`config.mk`:
```
export PLATFORM = sky130hd
export DESIGN_NAME = load_unit
export DESIGN_NICKNAME = d
export VERILOG_FILES = /design/src/rtl/load_unit_pkg.sv /design/src/rtl/load_align.sv /design/src/rtl/load_unit.sv
export SDC_FILE = /design/constraint.sdc
export NUM_CORES = 1
export LEC_CHECK = 0
export BUFFER_PORTS_ARGS = -buffer_cell sky130_fd_sc_hd__buf_2
export CAP_MARGIN = 20
export CORE_MARGIN = 10
export CORE_UTILIZATION = 40
export CTS_BUF_LIST = sky130_fd_sc_hd__clkbuf_8
export DETAILED_ROUTE_END_ITERATION = 12
export PLACE_DENSITY = 0.72
export SYNTH_ARGS = -nofsm -noshare
export SYNTH_HDL_FRONTEND = slang
export SYNTH_HIERARCHICAL = 1
export SYNTH_SLANG_ARGS = --single-unit
```
`constraint.sdc`:
```
create_clock -name clk -period 7.6 [get_ports clk]
set_input_delay 1.14 -clock clk [delete_from_list [all_inputs] [get_ports clk]]
set_output_delay 1.14 -clock clk [all_outputs]
set_load 0.05 [all_outputs]
```
`src/rtl/load_unit_pkg.sv`:
```
// Shared definitions for the load unit: RISC-V load funct3 codes, access sizes and FSM states.
package load_unit_pkg;

  localparam logic [2:0] F3_LB  = 3'b000;
  localparam logic [2:0] F3_LH  = 3'b001;
  localparam logic [2:0] F3_LW  = 3'b010;
  localparam logic [2:0] F3_LD  = 3'b011;
  localparam logic [2:0] F3_LBU = 3'b100;
  localparam logic [2:0] F3_LHU = 3'b101;
  localparam logic [2:0] F3_LWU = 3'b110;
  localparam logic [2:0] F3_BAD = 3'b111;

  typedef enum logic [1:0] {
    SZ_BYTE   = 2'd0,
    SZ_HALF   = 2'd1,
    SZ_WORD   = 2'd2,
    SZ_DOUBLE = 2'd3
  } size_e;

  typedef enum logic [2:0] {
    S_IDLE  = 3'd0,
    S_ADDR0 = 3'd1,
    S_DATA0 = 3'd2,
    S_ADDR1 = 3'd3,
    S_DATA1 = 3'd4,
    S_RESP  = 3'd5
  } state_e;

  function automatic logic [3:0] sizeBytes(size_e s);
    case (s)
      SZ_BYTE: return 4'd1;
      SZ_HALF: return 4'd2;
      SZ_WORD: return 4'd4;
      default: return 4'd8;
    endcase
  endfunction

endpackage

```
`src/rtl/load_align.sv`:
```
// Combinational result formatter: extracts the addressed bytes from the two captured
// bus words and truncates/extends them according to the load funct3.
module load_align
  import load_unit_pkg::*;
#(
  parameter int XLEN = 32
) (
  input  logic [XLEN-1:0]              rdata0_i,
  input  logic [XLEN-1:0]              rdata1_i,
  input  logic [$clog2(XLEN/8)-1:0]    offset_i,
  input  logic [2:0]                   funct3_i,
  output logic [XLEN-1:0]              data_o
);

  logic [XLEN-1:0] low;
  logic            zext;

  // Beat 1 sits above beat 0, so a crossing load is a plain right shift of the pair
  assign low  = XLEN'({rdata1_i, rdata0_i} >> {offset_i, 3'b000});
  assign zext = funct3_i[2];

  always_comb begin
    data_o = low;
    case (size_e'(funct3_i[1:0]))
      SZ_BYTE: data_o = zext ? XLEN'(low[7:0])  : XLEN'($signed(low[7:0]));
      SZ_HALF: data_o = zext ? XLEN'(low[15:0]) : XLEN'($signed(low[15:0]));
      SZ_WORD: data_o = zext ? XLEN'(low[31:0]) : XLEN'($signed(low[31:0]));
      default: data_o = low;
    endcase
  end

endmodule

```
`src/rtl/load_unit.sv`:
```
// RISC-V load unit: decodes a load request, issues one or two aligned bus reads
// (or faults), and returns the aligned, extended result as a single-cycle pulse.
module load_unit
  import load_unit_pkg::*;
#(
  parameter int XLEN             = 32,
  parameter bit SPLIT_MISALIGNED = 1'b1
) (
  input  logic            clk,
  input  logic            rst,
  input  logic            req_valid,
  output logic            req_ready,
  input  logic [2:0]      req_type,
  input  logic [XLEN-1:0] req_addr,
  output logic            resp_valid,
  output logic [XLEN-1:0] resp_data,
  output logic            resp_exception,
  output logic            mem_valid,
  input  logic            mem_ready,
  output logic [XLEN-1:0] mem_addr,
  input  logic            mem_rvalid,
  input  logic [XLEN-1:0] mem_rdata
);

  localparam int WB   = XLEN / 8;
  localparam int OFFW = $clog2(WB);

  state_e            state_q, state_d;
  logic [XLEN-1:0]   addr_q, addr_d;
  logic [OFFW-1:0]   offset_q, offset_d;
  logic [2:0]        funct3_q, funct3_d;
  logic              split_q, split_d;
  logic              exc_q, exc_d;
  logic [XLEN-1:0]   rdata0_q, rdata0_d;
  logic [XLEN-1:0]   rdata1_q, rdata1_d;

  logic [OFFW-1:0]   reqOffset;
  logic [4:0]        reqEnd;
  logic              reqIllegal;
  logic              reqCross;
  logic              reqFault;
  logic [XLEN-1:0]   reqAligned;
  logic [XLEN-1:0]   alignData;

  // Request decode; LD and LWU only exist on 64-bit machines
  assign reqOffset  = req_addr[OFFW-1:0];
  assign reqEnd     = 5'(reqOffset) + 5'(sizeBytes(size_e'(req_type[1:0])));
  assign reqCross   = reqEnd > 5'(WB);
  assign reqIllegal = (req_type == F3_BAD) ||
                      ((XLEN == 32) && ((req_type == F3_LD) || (req_type == F3_LWU)));
  assign reqFault   = reqIllegal || (reqCross && !SPLIT_MISALIGNED);
  assign reqAligned = {req_addr[XLEN-1:OFFW], {OFFW{1'b0}}};

  load_align #(.XLEN(XLEN)) u_align (
    .rdata0_i (rdata0_q),
    .rdata1_i (rdata1_q),
    .offset_i (offset_q),
    .funct3_i (funct3_q),
    .data_o   (alignData)
  );

  always_ff @(posedge clk or posedge rst) begin
    if (rst) begin
      state_q  <= S_IDLE;
      addr_q   <= '0;
      offset_q <= '0;
      funct3_q <= '0;
      split_q  <= 1'b0;
      exc_q    <= 1'b0;
      rdata0_q <= '0;
      rdata1_q <= '0;
    end else begin
      state_q  <= state_d;
      addr_q   <= addr_d;
      offset_q <= offset_d;
      funct3_q <= funct3_d;
      split_q  <= split_d;
      exc_q    <= exc_d;
      rdata0_q <= rdata0_d;
      rdata1_q <= rdata1_d;
    end
  end

  always_comb begin
    state_d    = state_q;
    addr_d     = addr_q;
    offset_d   = offset_q;
    funct3_d   = funct3_q;
    split_d    = split_q;
    exc_d      = exc_q;
    rdata0_d   = rdata0_q;
    rdata1_d   = rdata1_q;
    req_ready  = 1'b0;
    mem_valid  = 1'b0;
    resp_valid = 1'b0;
    case (state_q)
      S_IDLE: begin
        req_ready = 1'b1;
        if (req_valid) begin
          funct3_d = req_type;
          offset_d = reqOffset;
          addr_d   = reqAligned;
          split_d  = reqCross;
          exc_d    = reqFault;
          rdata0_d = '0;
          rdata1_d = '0;
          state_d  = reqFault ? S_RESP : S_ADDR0;
        end
      end
      S_ADDR0: begin
        mem_valid = 1'b1;
        if (mem_ready) state_d = S_DATA0;
      end
      S_DATA0: begin
        if (mem_rvalid) begin
          rdata0_d = mem_rdata;
          if (split_q) begin
            // Second beat reads the next word; wrapping past the top of memory is intended
            addr_d  = addr_q + XLEN'(WB);
            state_d = S_ADDR1;
          end else begin
            state_d = S_RESP;
          end
        end
      end
      S_ADDR1: begin
        mem_valid = 1'b1;
        if (mem_ready) state_d = S_DATA1;
      end
      S_DATA1: begin
        if (mem_rvalid) begin
          rdata1_d = mem_rdata;
          state_d  = S_RESP;
        end
      end
      S_RESP: begin
        resp_valid = 1'b1;
        state_d    = S_IDLE;
      end
      default: state_d = S_IDLE;
    endcase
  end

  assign mem_addr       = mem_valid ? addr_q : '0;
  assign resp_exception = (state_q == S_RESP) && exc_q;
  assign resp_data      = ((state_q == S_RESP) && !exc_q) ? alignData : '0;

endmodule

```
-- After elaboration in Yosys (flattened, before gate mapping)
Cells that the tools add are included.
- $add $sub $neg: 2
- magnitude comparators: 1
- equality and inequality tests: 17
- shift operators: 1
- muxes and demuxes: 25
- reduce and logical (&&, ||, !) cells: 16
- operators by type and width (cell ; number):
    32-bit two-way mux ; 9
    32-bit one-hot mux with 2 select lines ; 4
    64-bit by 5-bit >> shifter with 32-bit output ; 1
    32-bit by 3-bit adder with 32-bit output (second input constant) ; 1
    3-bit two-way mux ; 7
    3-bit one-hot mux with 5 select lines ; 1
    3-bit equality test (second input constant) ; 4
    2-bit != test (second input constant) ; 6
    4-bit one-hot mux with 3 select lines ; 1
    3-bit by 2-bit equality test with 1-bit output (second input constant) ; 3
    3-bit AND reduction ; 2
    2-bit by 4-bit adder with 5-bit output ; 1
    5-bit by 3-bit > comparator with 1-bit output (second input constant) ; 1
    5-bit AND reduction ; 1
    2-bit by 1-bit equality test with 1-bit output (second input constant) ; 2
    2-bit logical NOT ; 2
    4-bit AND reduction ; 1
    2-bit nonzero test ; 2
    3-bit by 1-bit equality test with 1-bit output (second input constant) ; 1
    3-bit logical NOT ; 1
    1-bit two-way mux ; 3
    2-bit equality test (second input constant) ; 1
    1-bit logical AND ; 2
    1-bit logical OR ; 2
    other kinds (3) ; 3
- bits in registers: 106
- input bits: 72
- output and inout port bits: 68
- word-level logic and storage cells: 70

-- Logic depth before layout (Yosys ltp)
Gate-level depths: netlist of run 1.
- depth after elaboration: 6
- depth in mapped cells: 8
- depth with buffers taken out: 8

-- By module
Netlist of run 1, hierarchy kept.
- modules (own cells, without submodules) (module ; times used ; cells an instance ; area each (um^2)):
    load_unit ; 1 ; 658 ; 5768.0
    load_align ; 1 ; 101 ; 1109.8

-- Least setup slack after synthesis of run 1
Ideal clock, no wire load.
- path type: reg2out
- start: register state_q[2]
- end: output resp_data[10]
- arrival time: 2.778 ns
- required time: 6.460 ns
- setup slack: 3.682 ns
- cell stages (with the launch flop): 7
- buffers on the path: 2
- cells stage by stage: dfrtp_1 > buf_2 > inv_1 > nor3b_1 > and2b_1 > clkbuf_1 > and2_1
- longest elaborated chain between the ends: 3
- RTL lines (element ; line ; RTL):
    start, declared ; load_unit.sv:28 ; state_e state_q, state_d;
    start signal, assigned ; load_unit.sv:73 ; state_q <= state_d;
    3-bit equality test ; load_unit.sv:146 ; assign resp_data = ((state_q == S_RESP) && !exc_q) ? alignData : '0;
    1-bit logical AND ; load_unit.sv:146 ;
    32-bit two-way mux ; load_unit.sv:146 ;
    end, declared ; load_unit.sv:16 ; output logic [XLEN-1:0] resp_data,
Every way passes these cells.

-- Worst setup path after layout of run 1
- start: register offset_q[0]
- end: output resp_data[14]
- longest elaborated chain between the ends: 4
- elaborated cells on any way between the ends: 5
- those cells by class: shift: 1; mux: 4
- RTL lines (element ; line ; RTL):
    start, declared ; load_unit.sv:30 ; logic [OFFW-1:0] offset_q, offset_d;
    start signal, assigned ; load_unit.sv:75 ; offset_q <= offset_d;
    64-bit by 5-bit >> shifter with 32-bit output * ; load_align.sv:19 ; assign low = XLEN'({rdata1_i, rdata0_i} >> {offset_i, 3'b000});
    32-bit two-way mux, on equally long branches ; load_align.sv:26, load_align.sv:25 ;
    32-bit one-hot mux with 2 select lines * ; load_align.sv:24 ; case (size_e'(funct3_i[1:0]))
    via alignData[14] ; load_unit.sv:43 ; logic [XLEN-1:0] alignData;
    32-bit two-way mux * ; load_unit.sv:146 ;
Mark *: on every way through the listed nets, which the timed path passes. The rest lies on a longest branch.

==> results of run 1 <==
[metal layers]
| layer | part of all wire, % | GRT usage [%] |
|---|---|---|
| met1 | 48 | 22.5 |
| met2 | 44 | 24.1 |
| met3 | 7.7 | 4.76 |
| met4 | 0.58 | 3.12 |
| met5 | 0.073 | 0 |
[state kept, by name, indices dropped and copies added, names as in the netlist]
register	flops
addr_q	30
rdata0_q	32
funct3_q	3
offset_q	2
exc_q	1
state_q	3
split_q	1
rdata1_q	24
[layout make-up]
class                           count  area [um^2]  area share, %
Multi-Input combinational cell    555         3750           50.5
Sequential cell                    96         2400           32.4
Timing Repair Buffer              144          751           10.1
Tap cell                          216          270           3.64
Clock buffer                        9          124           1.67
Clock inverter                      7         80.1           1.08
Inverter                           12         47.5          0.641
[stage by stage]
step,worst slack [ps],std cells,power [W],hold slack [ps],instance area [um^2]
CTS,3730,1038,0.00283,493,7400
finish,3830,1039,0.00282,493,7420
floorplan,3680,728,0.00220,445,6580
global placement,4230,1022,0.00244,462,7200
detailed placement,4160,1022,0.00246,471,7200
global route,3560,1039,0.00304,517,7420
[worst reg2reg max path: cells and delay by family, from the launching register on]
family                 cells  cell delay (ps)
AND/OR/NAND/NOR            3             1160
flip-flops                 1              730
buffers and inverters      1              590
AO/OA/AOI/OAI              1              120
[power by group through the flow]
stage          clock network (W)  logic (W)  registers (W)
4_1_cts                 0.000365    0.00145        0.00101
3_3_place_gp                   0    0.00143        0.00101
3_5_place_dp                   0    0.00144        0.00102
2_1_floorplan                  0    0.00136       0.000845
6_report                0.000356    0.00145        0.00102
5_1_grt                 0.000390    0.00159        0.00106
[placed cells by master, fill, tap and decap left out, types with 3 or more instances in the layout]
cell / n
a211oi_1: 18
nand2b_1: 8
o21bai_1: 3
nor2_1: 23
buf_2: 137
dfrtp_1: 95
nand3_1: 8
clkbuf_8: 9
ha_1: 3
nand2_1: 161
buf_4: 6
o21ai_1: 29
nor4_1: 6
clkinvlp_4: 4
and2_1: 60
o21ai_0: 70
nor3_1: 4
mux2i_1: 4
inv_1: 11
mux4_2: 33
a21oi_1: 17
o22ai_1: 12
nand4_1: 13
mux2_2: 4
and4_1: 6
and3_1: 6
a31oi_1: 8
a22o_1: 3
a21o_1: 3
a311oi_1: 3
[worst paths after layout]
check	start	end	slack [ps]	cells past startpoint
setup / recovery	offset_q[0]	resp_data[14]	3830	5
hold / removal	rdata0_q[2]	rdata0_q[2]	490	2
setup reg to reg	state_q[1]	addr_q[24]	4850	5
hold reg to reg	rdata0_q[2]	rdata0_q[2]	490	2
max in group asynchronous	rst	offset_q[0]	5590	3
min in group asynchronous	rst	addr_q[10]	790	2
==> run metrics, run 1 <==
Initial DRC Count=roughly 550; antenna violations before repair=1; startpoint types=register; # DRC=0; Critical Path Max Stage Delay=990 ps; Worst EP required=approximately 6500 ps; CTS tree=done; Post-layout nets=894; Final Util=roughly 46%; Overflow after GRT=0; postcts setup bufs=0; Worst Setup End Kind=primary output; num ports=140; Achievable Freq=around 260 MHz; Worst-Skew Late Latency=approximately 380 ps; core region area=16000 um^2; Slew HR=28.7%; Layout fillers=between 1500 and 2000; hold_buf cts=0; largest net degree at the start of global routing=64; CTS Sinks=96; setup TNS=0 ps; cell mode on critical path=nand2_1; Longest Clk Path Bufs=2; max-slew violations=0; worst-path fanout max=34; final setup vio count=0; Pleak=approximately 3.2 nW; DRT antenna net count=0; Worst path slowest cell=dfrtp_2; Row Count=between 40 and 50; Pint=between 0.001 and 0.0015 W; initial core utilization=41.1%; Worst VDD drop=about 0.00025 V; Routed WL per cell=around 17 um; WS Path Type=reg2out; Bufs and invs on worst path=1; combinational power share=around half; PwrDens=between 300 and 400 nW/um^2; part of the power in registers=between 30% and 40%; cts bufs inserted=9; DP Wirelength=roughly 13000 um; vias in the first global route=roughly 5500; Sw Ratio=just over 50%; TritonRoute pass-1 iters=5; die area=22000 um^2; die height=148 um; layout cells sized above 1=about a quarter; vias per cell=5.50; Post-Syn Area=6580 um^2; GRT Util Overall=about 16%; Hold Path Class=reg2reg; Clk network pwr share=roughly an eighth; CTS clock-pin slew for the worst setup and hold paths=~100 ps; Buffers on Ports=approximately 140; Post-Syn Area per Cell=roughly 9.0 um^2; post_cts resized=0; Slew @ Worst Pin=1070 ps; CTS root buffer=clkbuf_8; min Tclk post-route=~3800 ps; H-tree depth=3; Layout area overhead=12.8%; Net Switching=between 0.001 and 0.0015 W; RePlAce Congestion=slightly below 0.9; antenna fix cells=0; status=finished clean; Synth Instances=727; Die W=~150 um; CP delay by family, top=flip-flops; final WL=between 15000 and 20000 um; final hold vios=0; Worst Path Arrival=2630 ps; critical-path cell list=mux4_2 -> nand2_1 -> nand2_1 -> and2_1 -> buf_2; yosys warns=6; period utilization=49.7%; global-route wire length before repair=29100 um; Fin Clk Skew=around 10 ps; max_cap viols=0; DR vias=about 5700; RSZ-0062 raised after global routing=false
No activity file was read; power rests on OpenSTA's default activity.
==> inputs of run 2 (changes only) <==
- PLACE_DENSITY: 0.72 -> 0.75
- clock period: 7.6 -> 3.3 ns (I/O delays scaled with it)
==> run metrics, run 2 (synthesis gave the netlist of run 1 again) <==
commonest non-fill, non-tap cell in the layout=nand2_1; RSZ-0062 raised after global routing=false; PwrDens=roughly 880 nW/um^2; crit path capture=resp_data[16]; cts bufs inserted=9; CTS clock-pin slew for the worst setup and hold paths=120 ps; Finished Layout Cells=~1000; die area=22000 um^2; final hold vios=0; Largest register FFs=32; Fin Clk Skew=~12 ps; CTS Sinks=96; Slew HR=around 40%; Reg-to-Reg End=addr_q[9]; Row Count=46; Initial DRC Count=around 420; Worst R2R Setup Slack=roughly 750 ps; RePlAce Congestion=0.859; antenna violations before repair=1; Longest Clk Path Bufs=2; largest net degree at the start of global routing=65; placed insts=about 1000; DP Wirelength=13500 um; layout cells sized above 1=27.4%; Die W=around 150 um; r2r startpoint=state_q[1]; CTS tree=done; biggest registers after layout=rdata0_q: 32 flops, addr_q: 30 flops, rdata1_q: 24 flops; core region area=about 16000 um^2; commonest cells after routing, fill and taps aside=nand2_1, buf_2, dfrtp_1; startpoint types=register; die height=around 150 um; Worst Setup End Kind=primary output; final WL=18300 um; setup TNS=0 ps; period utilization=approximately 90%; num ports=140; Pleak=~3.3 nW; Achievable Freq=approximately 340 MHz; global-route wire length before repair=30000 um; worst-path fanout max=16; TritonRoute pass-1 iters=5; DRT antenna net count=0; Final Util=between 40% and 50%; Worst-Skew Late Latency=390 ps; H-tree depth=3; Layout fillers=between 1500 and 2000; Worst VDD drop=about 0.00058 V; largest register by flop count=rdata0_q; Overflow after GRT=0; CTS root buffer=clkbuf_8; initial core utilization=41.1%; WS Path Type=reg2out; final setup vio count=0; max-slew violations=0; DR vias=about 5800; vias in the first global route=~5600; Buffers on Ports=about 140; critical path startpoint=funct3_q[0]; worst reg-to-reg path cell count=5; Hold Path Class=in2async; Routed WL per cell=roughly 17 um; min Tclk post-route=~3000 ps; max_cap viols=0; # DRC=0; vias per cell=between 5 and 6; Layout area overhead=13.9%; Worst EP required=about 2800 ps; Worst Path Arrival=2470 ps; Post-layout nets=900; status=finished clean; Slew @ Worst Pin=901 ps; GRT Util Overall=between 15 and 20%; Worst Hold Slack=between 150 and 200 ps
run 2: cell count changes in the layout (fill, tap and decap cells not counted), sizes merged:
cell,previous run,this run
buf,144,150
bufinv,1,0
clkinv,0,2
clkinvlp,4,0
diode,0,2
inv,14,17
run 2: worst max-delay path, stage by stage (launching register included):
cell and delay [ps]:
dfrtp_1 570, mux4_1 640, mux2i_4 400, o21ai_0 130, and2_1 140, buf_2 200
run 2: layer usage:
layer | GRT usage, % | wire (um) | up-vias
li1 | - | - | 2787
met1 | 22.3 | 8320 | 2785
met2 | 25.7 | 8310 | 209
met3 | 4.85 | 1450 | 15
met4 | 4.26 | 205 | 2
met5 | 0 | 18 | -
run 2: how the worst min path moves through the flow:
stage / start / end / cells after the start
6_report: rst / rdata0_q[22] / 2
5_1_grt: rst / rdata0_q[21] / 2
4_1_cts: rst / rdata0_q[22] / 2
3_5_place_dp: rdata0_q[6] / rdata0_q[6] / 2
3_3_place_gp: rdata1_q[17] / rdata1_q[17] / 2
2_1_floorplan: offset_q[1] / offset_q[1] / 2
run 2: per-stage QoR:
stage               setup slack [ps]  area (um^2)  power [W]
CTS                              192         7460    0.00657
global placement                 769         7260    0.00569
detailed placement               646         7260    0.00577
finish                           339         7490    0.00657
global route                     177         7490    0.00708
floorplan                       27.0         6580    0.00507
run 2: area by class of cell:
cell class	count	area [um^2]	share of cell area, %
antenna	2	5.00	0.0668
clock buffer	9	124	1.65
clock inverter	7	73.8	0.985
inverter	12	47.5	0.634
multi-input combinational	555	3740	49.9
sequential	96	2400	32.1
tap	216	270	3.61
timing repair buffer	150	828	11.1
run 2: power breakdown:
group	switching (W)	internal, W
Combinational	0.00224	0.00129
Sequential	0.000622	0.00163
Clock	0.000492	0.000301
Total	0.00335	0.00322
run 2: repair_timing:
item                                    in CTS  in global routing
endpoints found under the setup margin       0                  6
buffers inserted                             0                  0
hold buffers                                 0                  0
gates resized for setup                      0                  1
==> inputs of run 3 (changes only) <==
- CTS_BUF_LIST: sky130_fd_sc_hd__clkbuf_8 -> default
- PLACE_DENSITY: 0.75 -> 0.76
- SYNTH_HIERARCHICAL: 1 -> default
==> run metrics, run 3 <==
part of the power in registers=between 30% and 40%; Worst Path Arrival=2440 ps; Post-Place Cell Area=~7000 um^2; EDFF count, synth=0; Initial DRC Count=around 470; TritonRoute pass-1 iters=5; die area=approximately 20000 um^2; Buffers on Ports=roughly 140; antenna violations before repair=4; setup TNS=0 ps; PwrDens=about 950 nW/um^2; Overflow after GRT=0; vias in the first global route=about 5500; Clk network pwr share=between 10% and 20%; startpoint types=register; WS Path Type=reg2out; Worst EP required=2800 ps; largest family of logic cells by synthesized area=simple AND/OR/NAND/NOR gates; Hold Path Class=in2async; hold_buf cts=0; area share of the largest cell type after synthesis=between 30% and 40%; Post-Synth XOR/XNOR Area=0.289%; worst reg-to-reg path cell count=5; Longest Clk Path Bufs=2; DP Wirelength=13400 um; area leader, netlist=dfrtp_1; H-tree depth=3; adder-cell share of the synthesized area=less than 1%; global-route wire length before repair=between 20000 and 30000 um; final WL=18100 um; critical path startpoint=offset_q[0]; biggest registers after layout=rdata0_q: 32 flops, addr_q: 30 flops, rdata1_q: 24 flops; Worst path slowest cell=dfrtp_2; Achievable Freq=around 340 MHz; status=finished clean; critical-path cell list=buf_4 -> nor3b_1 -> a31oi_1 -> nand3_1 -> o211ai_1 -> buf_4 -> o21ai_0 -> buf_2; RSZ-0062 raised after global routing=false; post_cts resized=0; design area=between 7000 and 8000 um^2; Critical Path Max Stage Delay=~630 ps; core region area=between 10000 and 15000 um^2; Synth Flop Type=dfrtp_1; RePlAce Congestion=~0.86; initial core utilization=between 40% and 50%; Sw Ratio=between 40% and 50%; Slew @ Worst Pin=607 ps; Layout area overhead=18.5%; num ports=140; final setup vio count=0; Power Total=between 0.006 and 0.007 W; CTS tree=done; min Tclk post-route=2940 ps; Worst Setup End Kind=primary output; DRT antenna net count=0; GRT Util Overall=roughly 17%; CTS clock-pin slew for the worst setup and hold paths=70 ps; max_cap viols=0; max-slew violations=0; combinational power share=a little over 50%; yosys warns=0; Pleak=roughly 3.3 nW; Post-Syn Area per Cell=approximately 8.6 um^2; most frequent cell after synthesis=nand2_1; Post-Syn Area=6070 um^2; commonest cells after routing, fill and taps aside=nand2_1, buf_2, dfrtp_1; Routed WL per cell=between 15 and 20 um; flop and latch count out of synthesis=96; Worst R2R Setup Slack=around 1100 ps; cell mode on critical path=buf_4; Compound-Gate Fraction of Synth Area=14.6%; Final Util=48.9%; Slew HR=between 50% and 60%; worst-path fanout max=24; Worst VDD drop=just over 0.0004 V; CTS Sinks=96; Die W=143 um; Synth Instances=approximately 710; cts bufs inserted=9; DR vias=roughly 5700; Reg-to-Reg End=addr_q[23]; commonest non-fill, non-tap cell in the layout=nand2_1; final hold vios=0; Post-layout nets=between 800 and 900; # DRC=0; multiplexer share of the synthesized area=12.6%; layout cells sized above 1=between 20% and 30%; Fin Clk Skew=~7.3 ps; simple-gate area share of the yosys netlist=26.2%; Pint=about 0.0035 W; sequential-to-total area share from yosys stat=just under 40%; Distinct cells, synth=60; Post-synth top cells=nand2_1, dfrtp_1, o21ai_0, nand3_1, a21oi_1; Async S/R FF share, synth=100%; largest register by flop count=rdata0_q; ranking of synthesized cells by area=dfrtp_1, mux4_2, nand2_1; r2r startpoint=state_q[0]; Net Switching=~0.0034 W; Row Count=44; CTS root buffer=clkbuf_16; Worst-Skew Late Latency=350 ps; die height=approximately 140 um; Layout fillers=roughly 1400; Largest register FFs=32; largest net degree at the start of global routing=38; period utilization=approximately 89%; vias per cell=around 5.6
## run 3: how the worst max path moves through the flow
stage,endpoint,slack [ps],cells after the start
floorplan,addr_q[10],300,1
global placement,resp_data[25],670,7
detailed placement,resp_data[30],550,7
CTS,resp_data[30],160,7
global route,resp_data[30],170,8
finish,resp_data[30],360,8
## run 3: kinds of logic (layout without fill, tap and decap cells)
| kind of cell | count (synthesis) | in the layout |
|---|---|---|
| AOI/OAI and AO/OA | 151 | 151 |
| xor gates and xnor gates | 2 | 2 |
| adders and majority gates | 4 | 4 |
| buffers and inverters | 80 | 195 |
| DFF | 96 | 96 |
| muxes | 41 | 41 |
| other | 1 | 6 |
| and+or+nand+nor | 331 | 331 |
## run 3: power groups by stage
| stage | logic [W] | registers (W) | clock network (W) |
|---|---|---|---|
| floorplan | 0.00289 | 0.00200 | 0 |
| global placement | 0.00343 | 0.00224 | 0 |
| detailed placement | 0.00349 | 0.00226 | 0 |
| CTS | 0.00350 | 0.00225 | 0.00106 |
| global route | 0.00381 | 0.00235 | 0.00112 |
| finish | 0.00349 | 0.00227 | 0.00105 |
## run 3: critical path: cells and delay by family, from the launching register on
| family | cells | cell delay [ps] |
|---|---|---|
| AO/OA/AOI/OAI | 3 | 410 |
| buffers and inverters | 3 | 860 |
| flip-flops | 1 | 630 |
| AND/OR/NAND/NOR | 2 | 190 |
## run 3: routing by layer
layer | part of all wire [%] | track usage, %
met5 | 0 | 0
met4 | 2.8 | 7.60
met3 | 7.5 | 3.95
met2 | 47 | 27.0
met1 | 42 | 22.9
## run 3: cell type report
type / instances / area, um^2 / share of cell area (%)
Multi-Input combinational cell: 531 / 3340 / 46.4
Sequential cell: 96 / 2400 / 33.4
Timing Repair Buffer: 154 / 813 / 11.3
Tap cell: 184 / 230 / 3.20
Clock buffer: 9 / 225 / 3.13
Inverter: 25 / 96.3 / 1.34
Clock inverter: 7 / 71.3 / 0.992
Antenna cell: 4 / 10.0 / 0.139
## run 3: metrics by stage
stage	hold slack (ps)	cells	setup WS [ps]
global route	213	1009	174
CTS	187	1005	164
floorplan	434	707	300
global placement	456	989	666
finish	175	1010	362
detailed placement	461	989	550
## run 3: timing repair
item,4_1_cts,5_1_grt
buffers inserted,0,1
endpoints found under the setup margin,0,16
endpoints found under the hold margin,0,0
